===== src/rtl/number_guess_pkg.sv =====
// Shared types and constants for the number-guessing game datapath.
// Holds the round state encoding, hint codes and small counter helpers.
package number_guess_pkg;

  localparam int NUM_W   = 10;
  localparam int TIMER_W = 7;
  localparam int CNT_W   = 3;

  typedef enum logic [2:0] {
    ST_IDLE  = 3'd0,
    ST_FETCH = 3'd1,
    ST_PLAY  = 3'd2,
    ST_HIT   = 3'd3,
    ST_LOST  = 3'd4
  } state_t;

  typedef logic [1:0] hint_t;

  localparam hint_t HINT_NONE  = 2'b00;
  localparam hint_t HINT_LOW   = 2'b01;
  localparam hint_t HINT_HIGH  = 2'b10;
  localparam hint_t HINT_EQUAL = 2'b11;

  function automatic hint_t compare_guess(input logic [NUM_W-1:0] value,
                                          input logic [NUM_W-1:0] target);
    hint_t code;
    if (value < target) begin
      code = HINT_LOW;
    end else if (value > target) begin
      code = HINT_HIGH;
    end else begin
      code = HINT_EQUAL;
    end
    return code;
  endfunction

  function automatic logic [CNT_W-1:0] sat_inc(input logic [CNT_W-1:0] value);
    logic [CNT_W-1:0] result;
    if (value == {CNT_W{1'b1}}) begin
      result = value;
    end else begin
      result = value + CNT_W'(1);
    end
    return result;
  endfunction

endpackage


===== src/rtl/round_timer.sv =====
// Per-round countdown: loads the round time limit and counts down on tick
// enables, stopping at zero.
module round_timer
  import number_guess_pkg::*;
(
  input  logic               clk,
  input  logic               reset,
  input  logic               load,
  input  logic [TIMER_W-1:0] load_val,
  input  logic               tick_en,
  output logic [TIMER_W-1:0] count,
  output logic               zero
);

  // Countdown register; load wins over a coincident tick.
  always_ff @(posedge clk) begin
    if (reset) begin
      count <= {TIMER_W{1'b0}};
    end else if (load) begin
      count <= load_val;
    end else if (tick_en && (count != {TIMER_W{1'b0}})) begin
      count <= count - TIMER_W'(1);
    end else begin
      count <= count;
    end
  end

  assign zero = (count == {TIMER_W{1'b0}});

endmodule


===== src/rtl/round_ctrl.sv =====
// Round controller for the number-guessing game: fetches a secret, runs the
// countdown and guess budget, scores hits and reports a lost game.
module round_ctrl
  import number_guess_pkg::*;
(
  input  logic               clk,
  input  logic               reset,
  input  logic               start,
  input  logic               tick,
  input  logic               submit,
  input  logic [NUM_W-1:0]   guess_val,
  input  logic [TIMER_W-1:0] max_timer,
  input  logic [CNT_W-1:0]   max_guess,
  input  logic [NUM_W-1:0]   secret,
  input  logic               secret_valid,
  output logic               secret_req,
  output logic [TIMER_W-1:0] timer,
  output logic [CNT_W-1:0]   guess,
  output logic [CNT_W-1:0]   round,
  output logic [1:0]         hint,
  output logic               fail
);

  state_t             state;
  state_t             state_nxt;
  logic [NUM_W-1:0]   secret_reg;
  logic [NUM_W-1:0]   secret_nxt;
  logic [CNT_W-1:0]   guess_limit;
  logic [CNT_W-1:0]   limit_nxt;
  logic [CNT_W-1:0]   guess_nxt;
  logic [CNT_W-1:0]   round_nxt;
  hint_t              hint_nxt;
  logic               timer_load;
  logic               timer_tick;
  logic               timer_zero;
  logic [CNT_W:0]     guesses_after;

  round_timer u_round_timer (
    .clk      (clk),
    .reset    (reset),
    .load     (timer_load),
    .load_val (max_timer),
    .tick_en  (timer_tick),
    .count    (timer),
    .zero     (timer_zero)
  );

  // Wrong-guess budget check is done one bit wider so guess+1 never wraps.
  assign guesses_after = {1'b0, guess} + {{CNT_W{1'b0}}, 1'b1};

  // Next-state and next-datapath decode.
  always_comb begin
    state_nxt  = state;
    secret_nxt = secret_reg;
    limit_nxt  = guess_limit;
    guess_nxt  = guess;
    round_nxt  = round;
    hint_nxt   = hint;
    timer_load = 1'b0;
    timer_tick = 1'b0;
    case (state)
      ST_IDLE: begin
        if (start) begin
          round_nxt = {CNT_W{1'b0}};
          hint_nxt  = HINT_NONE;
          state_nxt = ST_FETCH;
        end else begin
          state_nxt = ST_IDLE;
        end
      end
      ST_FETCH: begin
        if (secret_valid) begin
          secret_nxt = secret;
          timer_load = 1'b1;
          guess_nxt  = {CNT_W{1'b0}};
          hint_nxt   = HINT_NONE;
          // A zero guess budget would lose before any guess; treat it as one.
          limit_nxt  = (max_guess == {CNT_W{1'b0}}) ? CNT_W'(1) : max_guess;
          state_nxt  = ST_PLAY;
        end else begin
          state_nxt = ST_FETCH;
        end
      end
      ST_PLAY: begin
        timer_tick = tick;
        if (submit) begin
          guess_nxt = sat_inc(guess);
          hint_nxt  = compare_guess(guess_val, secret_reg);
          if (guess_val == secret_reg) begin
            state_nxt = ST_HIT;
          end else if ((guesses_after >= {1'b0, guess_limit}) || timer_zero) begin
            state_nxt = ST_LOST;
          end else begin
            state_nxt = ST_PLAY;
          end
        end else if (timer_zero) begin
          state_nxt = ST_LOST;
        end else begin
          state_nxt = ST_PLAY;
        end
      end
      ST_HIT: begin
        round_nxt = sat_inc(round);
        hint_nxt  = HINT_EQUAL;
        state_nxt = ST_FETCH;
      end
      ST_LOST: begin
        if (start) begin
          round_nxt = {CNT_W{1'b0}};
          state_nxt = ST_FETCH;
        end else begin
          state_nxt = ST_LOST;
        end
      end
      default: begin
        state_nxt = ST_IDLE;
      end
    endcase
  end

  // State and output registers; status flags follow the state being entered.
  always_ff @(posedge clk) begin
    if (reset) begin
      state       <= ST_IDLE;
      secret_reg  <= {NUM_W{1'b0}};
      guess_limit <= CNT_W'(1);
      guess       <= {CNT_W{1'b0}};
      round       <= {CNT_W{1'b0}};
      hint        <= HINT_NONE;
      fail        <= 1'b0;
      secret_req  <= 1'b0;
    end else begin
      state       <= state_nxt;
      secret_reg  <= secret_nxt;
      guess_limit <= limit_nxt;
      guess       <= guess_nxt;
      round       <= round_nxt;
      hint        <= hint_nxt;
      fail        <= (state_nxt == ST_LOST);
      secret_req  <= (state_nxt == ST_FETCH);
    end
  end

endmodule


===== config.mk =====
export PLATFORM = sky130hd
export DESIGN_NAME = round_ctrl
export DESIGN_NICKNAME = d
export VERILOG_FILES = /design/src/rtl/number_guess_pkg.sv /design/src/rtl/round_timer.sv /design/src/rtl/round_ctrl.sv
export SDC_FILE = /design/constraint.sdc
export NUM_CORES = 1
export LEC_CHECK = 0
export ABC_AREA = 1
export CAP_MARGIN = 30
export CORE_ASPECT_RATIO = 0.7
export CORE_MARGIN = 1.5
export CORE_UTILIZATION = 49
export CTS_CLUSTER_DIAMETER = 40
export DETAILED_ROUTE_END_ITERATION = 8
export DONT_BUFFER_PORTS = 1
export GPL_ROUTABILITY_DRIVEN = 0
export PLACE_DENSITY = 0.66
export SETUP_SLACK_MARGIN = 0.5
export SLEW_MARGIN = 15
export SYNTH_ARGS = -nofsm -noshare
export SYNTH_HDL_FRONTEND = slang
export SYNTH_SLANG_ARGS = --single-unit
export TNS_END_PERCENT = 20

===== constraint.sdc =====
create_clock -name clk -period 1.55 [get_ports clk]
set_input_delay 0.2325 -clock clk [delete_from_list [all_inputs] [get_ports clk]]
set_output_delay 0.2325 -clock clk [all_outputs]
set_load 0.05 [all_outputs]

==> results.py, run 1 <==
metrics = {
    "power_and_ir_drop": {
        "ir_drop_v": 0.0006129,
        "leakage_nw": 1.224,
        "p_comb_share_pct": 32.8,
        "power_density_nw_per_um2": 880.7,
        "p_int_mw": 1.708,
        "p_clk_share_pct": 30.6,
        "switching_share_pct": 33.62,
        "p_sw_mw": 0.8651,
        "seqPwrFrac_pct": 36.6,
        "p_total_mw": 2.573,
    },
    "synthesis": {
        "yosys-top-cells-area": "dfxtp_1 (34%), ha_1 (12%), nand2_1 (9.6%), a21oi_1 (8.1%), inv_1 (7.4%)",
        "ys_top_cells_by_count": "nand2_1 (49), inv_1 (38), dfxtp_1 (33), a21oi_1 (31), nor2_1 (26)",
        "yosys.area.top_type": "dfxtp_1",
        "yosys_register_bits": 33,
        "yosysWarnings": 0,
        "syn_area_per_cell_um2": 7.239,
        "synthArstFlopShare_pct": 0,
        "syn-instance-count": 266,
        "synth_edf_count": 0,
        "syn_area_um2": 1926,
        "synth_top_cell_area_share_pct": 34.31,
        "synth_fp_nets": 321,
        "synth_cell_types": 28,
        "synth_top_flop_cell": "dfxtp_1",
        "synth_most_common_cell": "nand2_1",
        "ys_seq_area_share_pct": 34.31,
    },
    "worst_setup_path": {
        "r2r-end": "fail$_SDFF_PP0_",
        "worst-endpoint-arrival_ns": 1.77,
        "critical_path.cell_chain": "ha_4 -> ha_4 -> ha_4 -> inv_2 -> nand2_2 -> inv_1 -> nand2_1 -> nand2_1 -> nand2_1 -> nand3_1 -> a21oi_2",
        "cp_max_fo": 2,
        "max_stage_delay_ns": 0.36,
        "cpMaxStageDelayCell": "dfxtp_4",
        "required_ns": 1.78,
        "worst-setup-path-type": "register to register",
        "cp_num_buf_inv": 2,
        "worst_setup_path_end_kind": "register",
        "r2r_start": "guess[1]$_SDFFE_PP0P_",
        "worstRegToRegCells": 11,
        "critPathLaunchType": "register",
        "cp_top_family": "adder cells",
        "r2r_slack_ns": 0.009,
    },
    "global_route": {
        "grt_max_degree": 21,
        "grt_pass1_wl_um": 7866,
        "grtUsageTotal_pct": 23.32,
        "grt_overflow": 0,
        "antenna_found_initial": 0,
        "grt_pass1_vias": 1710,
    },
    "status": {
        "status": "completed",
    },
    "clock_network": {
        "cts_buffers": 5,
        "clk_pin_slew_ns": 0.07,
        "cts_tree": "yes",
        "clk_path_buf_depth": 2,
        "clockRootBuffer": "clkbuf_8",
        "postCtsHoldBufs": 1,
        "cts_sinks": 33,
        "clock_latency_ns": 0.28,
        "h-tree-depth": 2,
    },
    "timing": {
        "setup_violations": 0,
        "setup_slack_ns": 0.009448,
        "holdWs_ns": 0.0004965,
        "drv_slew": 0,
        "max_freq_mhz": 649.1,
        "period_share_pct": 99.39,
        "tightest_slew_ns": 0.7121,
        "finalCriticalPeriod_ns": 1.541,
        "hold_viol": 0,
        "grt_setup_unrepaired": "true",
        "fin_worst_skew_ns": 0.006773,
        "slew_headroom_pct": 52.47,
    },
    "layout": {
        "syn2layout_area_growth_pct": 51.72,
        "nets": 361,
        "drive_above_1_share_pct": 49.51,
        "num_antenna_cells": 0,
        "stdcell_area_um2": 2922,
        "largest_reg_flops": 10,
    },
    "route": {
        "drc": 0,
        "via_per_inst": 5.395,
        "first_iter_violations": 84,
        "via_count": 1926,
        "first_pass_iters": 5,
        "drtAntennaViolNets": 0,
        "post_drt_wl_per_cell_um": 15.87,
        "drt_wl_total_um": 5666,
    },
    "min_path": {
        "worstHoldPathCells": 1,
        "min_from": "reset",
        "holdCritPathClass": "primary input to register",
        "whs_endpoint": "state[2]$_SDFF_PP0_",
    },
    "floorplanning": {
        "num_rows": 18,
        "die_h_um": 55.45,
        "core_area_um2": 3649,
        "initial_core_util_pct": 52.78,
        "io_pins": 53,
        "die_area_um2": 4321,
        "die_x_um": 77.93,
    },
    "job": {
        "cap_violations": 0,
    },
    "placed_design": {
        "post-place-ws_ns": 0.04393,
        "place_hpwl_um": 3124,
        "io_buffers": 0,
        "place_area_um2": 2161,
    },
}
[placed cells by master, fill, tap and decap left out, drive strengths merged]
master | Yosys | final
nand2 | 52 | 53
o311ai | 1 | 1
buf | 2 | 37
a21o | 1 | 1
nor2 | 27 | 27
inv | 39 | 39
nor3 | 2 | 2
o21ai | 28 | 28
and3 | 1 | 1
xor2 | 2 | 2
mux2i | 1 | 1
clkinv | 1 | 2
nand3 | 16 | 16
dfxtp | 33 | 33
o21bai | 1 | 1
clkbuf | 5 | 8
a21oi | 32 | 32
ha | 19 | 19
dlygate4sd3 | 0 | 1
nand4 | 3 | 3
[per-layer routing]
layer,track usage (%),vias up,wire length [um],share of wire (%)
li1,-,953,-,-
met1,30.50,910,2478,44
met5,0,-,0,0
met2,36.65,56,2812,50
met3,6.777,7,321,5.7
met4,8.163,0,54,0.95
[power groups by stage]
stage                     clock network [mW]  registers [mW]  logic [mW]
after floorplan                            0            1.03       0.356
after global placement                     0           0.953       0.520
after detailed placement                   0           0.954       0.528
after CTS                              0.794           0.936       0.693
after global routing                   0.830           0.947       0.928
final                                  0.788           0.942       0.844
[layout make-up]
type                    count  area, um^2
multi-input cells         187        1510
well taps                  50       62.56
clock buffers               8       111.4
inverters                  40       170.2
fillers                   238       726.9
repair buffers             38       351.6
flip-flops and latches     33       706.9
repair inverters            1       8.758
[timing repair]
| item | CTS | global route |
|---|---|---|
| endpoints found under the hold margin | 4 | 3 |
| setup endpoints to repair | 48 | 50 |
| pin swaps | 15 | 33 |
| buffers inserted | 18 | 2 |
| cloned | 2 | 0 |
| gates resized for setup | 33 | 80 |
[cell families (layout without fill, tap and decap cells)]
group / after synthesis / after routing / share of synthesized area (%)
flops: 33 / 33 / 34.31
mux: 1 / 1 / 0.5198
xor+xnor: 2 / 2 / 0.9098
compound gates: 63 / 63 / 18.00
fa+ha+maj: 19 / 19 / 12.35
simple gates: 101 / 102 / 23.26
buf+inv: 47 / 87 / 10.66
[per-stage QoR]
| stage | TNS (ns) | util [%] | std cells |
|---|---|---|---|
| 3_3_place_gp | 0 | 59.23 | 326 |
| 4_1_cts | 0 | 71.33 | 355 |
| 5_1_grt | -0.2124 | 80.08 | 357 |
| 2_1_floorplan | 0 | - | 266 |
| 3_5_place_dp | 0 | 59.23 | 326 |
| 6_report | 0 | 80.08 | 357 |
[worst reg2reg max path, stage by stage, from the launching register on]
cell and delay (ns):
dfxtp_4 0.36, ha_4 0.17, ha_4 0.27, ha_4 0.12, inv_2 0.04, nand2_2 0.05, inv_1 0.04, nand2_1 0.05
nand2_1 0.05, nand2_1 0.08, nand3_1 0.12, a21oi_2 0.14
[worst max-delay path by stage]
stage	startpoint	to	slack, ns	cells after the start
final	guess[1]$_SDFFE_PP0P_	fail$_SDFF_PP0_	0.009	11
after global placement	guess[0]$_SDFFE_PP0P_	fail$_SDFF_PP0_	0.09	9
after CTS	guess[0]$_SDFFE_PP0P_	fail$_SDFF_PP0_	0.05	9
after floorplan	guess[0]$_SDFFE_PP0P_	fail$_SDFF_PP0_	0.05	9
after detailed placement	guess[0]$_SDFFE_PP0P_	fail$_SDFF_PP0_	0.04	9
after global routing	guess[1]$_SDFFE_PP0P_	state[2]$_SDFF_PP0_	-0.08	10
Note: power is estimated with default switching activity, not from simulation.
==> inputs of run 2 (changes only) <==
--- a/config.mk
+++ b/config.mk
@@ -14,7 +14,7 @@
 export DETAILED_ROUTE_END_ITERATION = 8
 export DONT_BUFFER_PORTS = 1
 export GPL_ROUTABILITY_DRIVEN = 0
-export PLACE_DENSITY = 0.66
+export PLACE_DENSITY = 0.65
 export SETUP_SLACK_MARGIN = 0.5
 export SLEW_MARGIN = 15
 export SYNTH_ARGS = -nofsm -noshare
==> results.py, run 2 (synthesis gave the netlist of run 1 again) <==
metrics = {
    "status": {
        "status": "finished, violations left",
        "violations": "hold timing",
    },
    "timing": {
        "fin_tns_setup_ns": 0,
        "hold_viol": 3,
        "grt_setup_unrepaired": "true",
        "slew_headroom_pct": 64.01,
        "tightest_slew_ns": 0.5393,
        "drv_slew": 0,
        "fin_worst_skew_ns": 0.003587,
        "setup_violations": 0,
        "finalCriticalPeriod_ns": 1.483,
        "period_share_pct": 95.67,
        "holdWs_ns": -0.006217,
        "max_freq_mhz": 674.4,
    },
    "worst_setup_path": {
        "cp_max_fo": 3,
        "worst_setup_path_end_kind": "register",
        "worstRegToRegCells": 9,
        "r2r-end": "state[2]$_SDFF_PP0_",
        "cp_common_cell": "ha_4",
        "r2r_start": "guess[0]$_SDFFE_PP0P_",
        "worst-endpoint-arrival_ns": 1.70,
        "max_stage_delay_ns": 0.36,
        "r2r_slack_ns": 0.07,
        "cpMaxStageDelayCell": "dfxtp_4",
        "critPathLaunchType": "register",
        "critical_path.cell_chain": "ha_4 -> ha_4 -> ha_4 -> nand2_2 -> nand2_1 -> nand2_1 -> nand2_2 -> nand3_2 -> a21oi_1",
        "worst-setup-path-type": "register to register",
        "required_ns": 1.76,
    },
    "route": {
        "post_drt_wl_per_cell_um": 13.17,
        "met1Wirelength_um": 2205,
        "drc": 0,
        "first_iter_violations": 50,
        "via_per_inst": 5.119,
        "first_pass_iters": 4,
        "route.met2.wl_um": 2074,
        "met3WireLength_um": 201,
        "via_count": 1761,
        "highest_layer": "met4",
        "drtAntennaViolNets": 0,
        "drt_wl_total_um": 4529,
    },
    "clock_network": {
        "clk_pin_slew_ns": 0.07,
        "clk_path_buf_depth": 2,
        "clock_latency_ns": 0.28,
        "clockRootBuffer": "clkbuf_8",
        "h-tree-depth": 2,
        "cts_buffers": 5,
        "cts_sinks": 33,
        "cts_tree": "yes",
    },
    "floorplanning": {
        "die_area_um2": 4321,
        "initial_core_util_pct": 52.78,
        "io_pins": 53,
        "die_x_um": 77.93,
        "core_area_um2": 3649,
        "num_rows": 18,
        "die_h_um": 55.45,
    },
    "global_route": {
        "antenna_found_initial": 0,
        "grt_pass1_vias": 1616,
        "grt_max_degree": 21,
        "grt_pass1_wl_um": 7100,
        "grtUsageTotal_pct": 20.96,
        "grt_overflow": 0,
    },
    "layout": {
        "fillers": 311,
        "nets": 348,
        "largest_reg_flops": 10,
        "final_cells": 344,
        "finish.utilization_pct": 71.36,
        "num_antenna_cells": 0,
        "layout_commonest_cell": "nand2_1",
        "syn2layout_area_growth_pct": 35.22,
        "layout_common_cells": "nand2_1 (41), a21oi_1 (29), inv_1 (25)",
        "drive_above_1_share_pct": 40.14,
    },
    "min_path": {
        "min_from": "reset",
        "holdCritPathClass": "primary input to register",
        "worstHoldPathCells": 1,
        "whs_endpoint": "u_round_timer.count[2]$_SDFFE_PP0P_",
    },
    "power_and_ir_drop": {
        "p_total_mw": 2.239,
        "leakage_nw": 1.116,
        "ir_drop_v": 0.0006381,
        "power_density_nw_per_um2": 860.0,
    },
    "job": {
        "cap_violations": 0,
    },
    "placed_design": {
        "io_buffers": 0,
        "place_inst": 326,
        "place_hpwl_um": 3129,
    },
}
[run 2: changes by cell type in the layout (fill, tap and decap cells not counted), moves of 4 or more]
cell,change
dfxtp_2,+5
nand2_1,+6
buf_6,+4
a21oi_2,-4
nor2_1,+4
dfxtp_1,-5
a21oi_1,+4
buf_4,-15
o21ai_0,+6
nor2_4,-5
o21ai_2,-7
[run 2: per-stage QoR]
step,worst slack [ns],area [um^2]
after detailed placement,0.06502,2161
after CTS,0.07586,2311
after floorplan,0.04661,2008
final,0.06716,2604
after global routing,-0.02057,2604
after global placement,0.08301,2161
[run 2: cell type report]
| class | instances | area [um^2] | area share, % |
|---|---|---|---|
| Multi-Input combinational cell | 187 | 1321 | 50.74 |
| Sequential cell | 33 | 713.2 | 27.39 |
| Timing Repair Buffer | 26 | 269.0 | 10.33 |
| Inverter | 40 | 155.1 | 5.959 |
| Clock buffer | 6 | 72.57 | 2.787 |
| Tap cell | 50 | 62.56 | 2.403 |
| Clock inverter | 2 | 10.01 | 0.3844 |
[run 2: worst max-delay path, delay by kind of cell (launching register included)]
family / cells / cell delay (ns)
DFF: 1 / 0.36
adders and majority gates: 3 / 0.64
and+or+nand+nor: 5 / 0.27
AOI/OAI and AO/OA: 1 / 0.14
[run 2: worst max-delay path by stage]
stage                                    start                  end  slack, ns
detailed placement       guess[0]$_SDFFE_PP0P_      fail$_SDFF_PP0_       0.07
CTS                      guess[1]$_SDFFE_PP0P_  state[1]$_SDFF_PP0_       0.08
global route             guess[1]$_SDFFE_PP0P_  state[1]$_SDFF_PP0_      -0.02
floorplan                guess[0]$_SDFFE_PP0P_      fail$_SDFF_PP0_       0.05
global placement    secret_reg[9]$_SDFFE_PP0P_  state[2]$_SDFF_PP0_       0.08
finish                   guess[0]$_SDFFE_PP0P_  state[2]$_SDFF_PP0_       0.07
[run 2: routing by layer]
| metal | up-vias | track usage [%] |
|---|---|---|
| met5 | - | 0 |
| li1 | 928 | - |
| met2 | 37 | 32.05 |
| met4 | 0 | 6.888 |
| met1 | 791 | 28.28 |
| met3 | 5 | 6.281 |
[run 2: where the power goes]
part,internal [mW],leakage (nW),switching (mW)
logic,0.272,0.788,0.389
registers,0.898,0.283,0.0435
clock network,0.311,0.0450,0.326
[run 2: what timing repair did]
item	4_1_cts	5_1_grt
buffers inserted	4	5
endpoints found under the setup margin	48	50
endpoints found under the hold margin	10	11
resized for setup	8	66
cloned	1	0
pin swaps	6	9
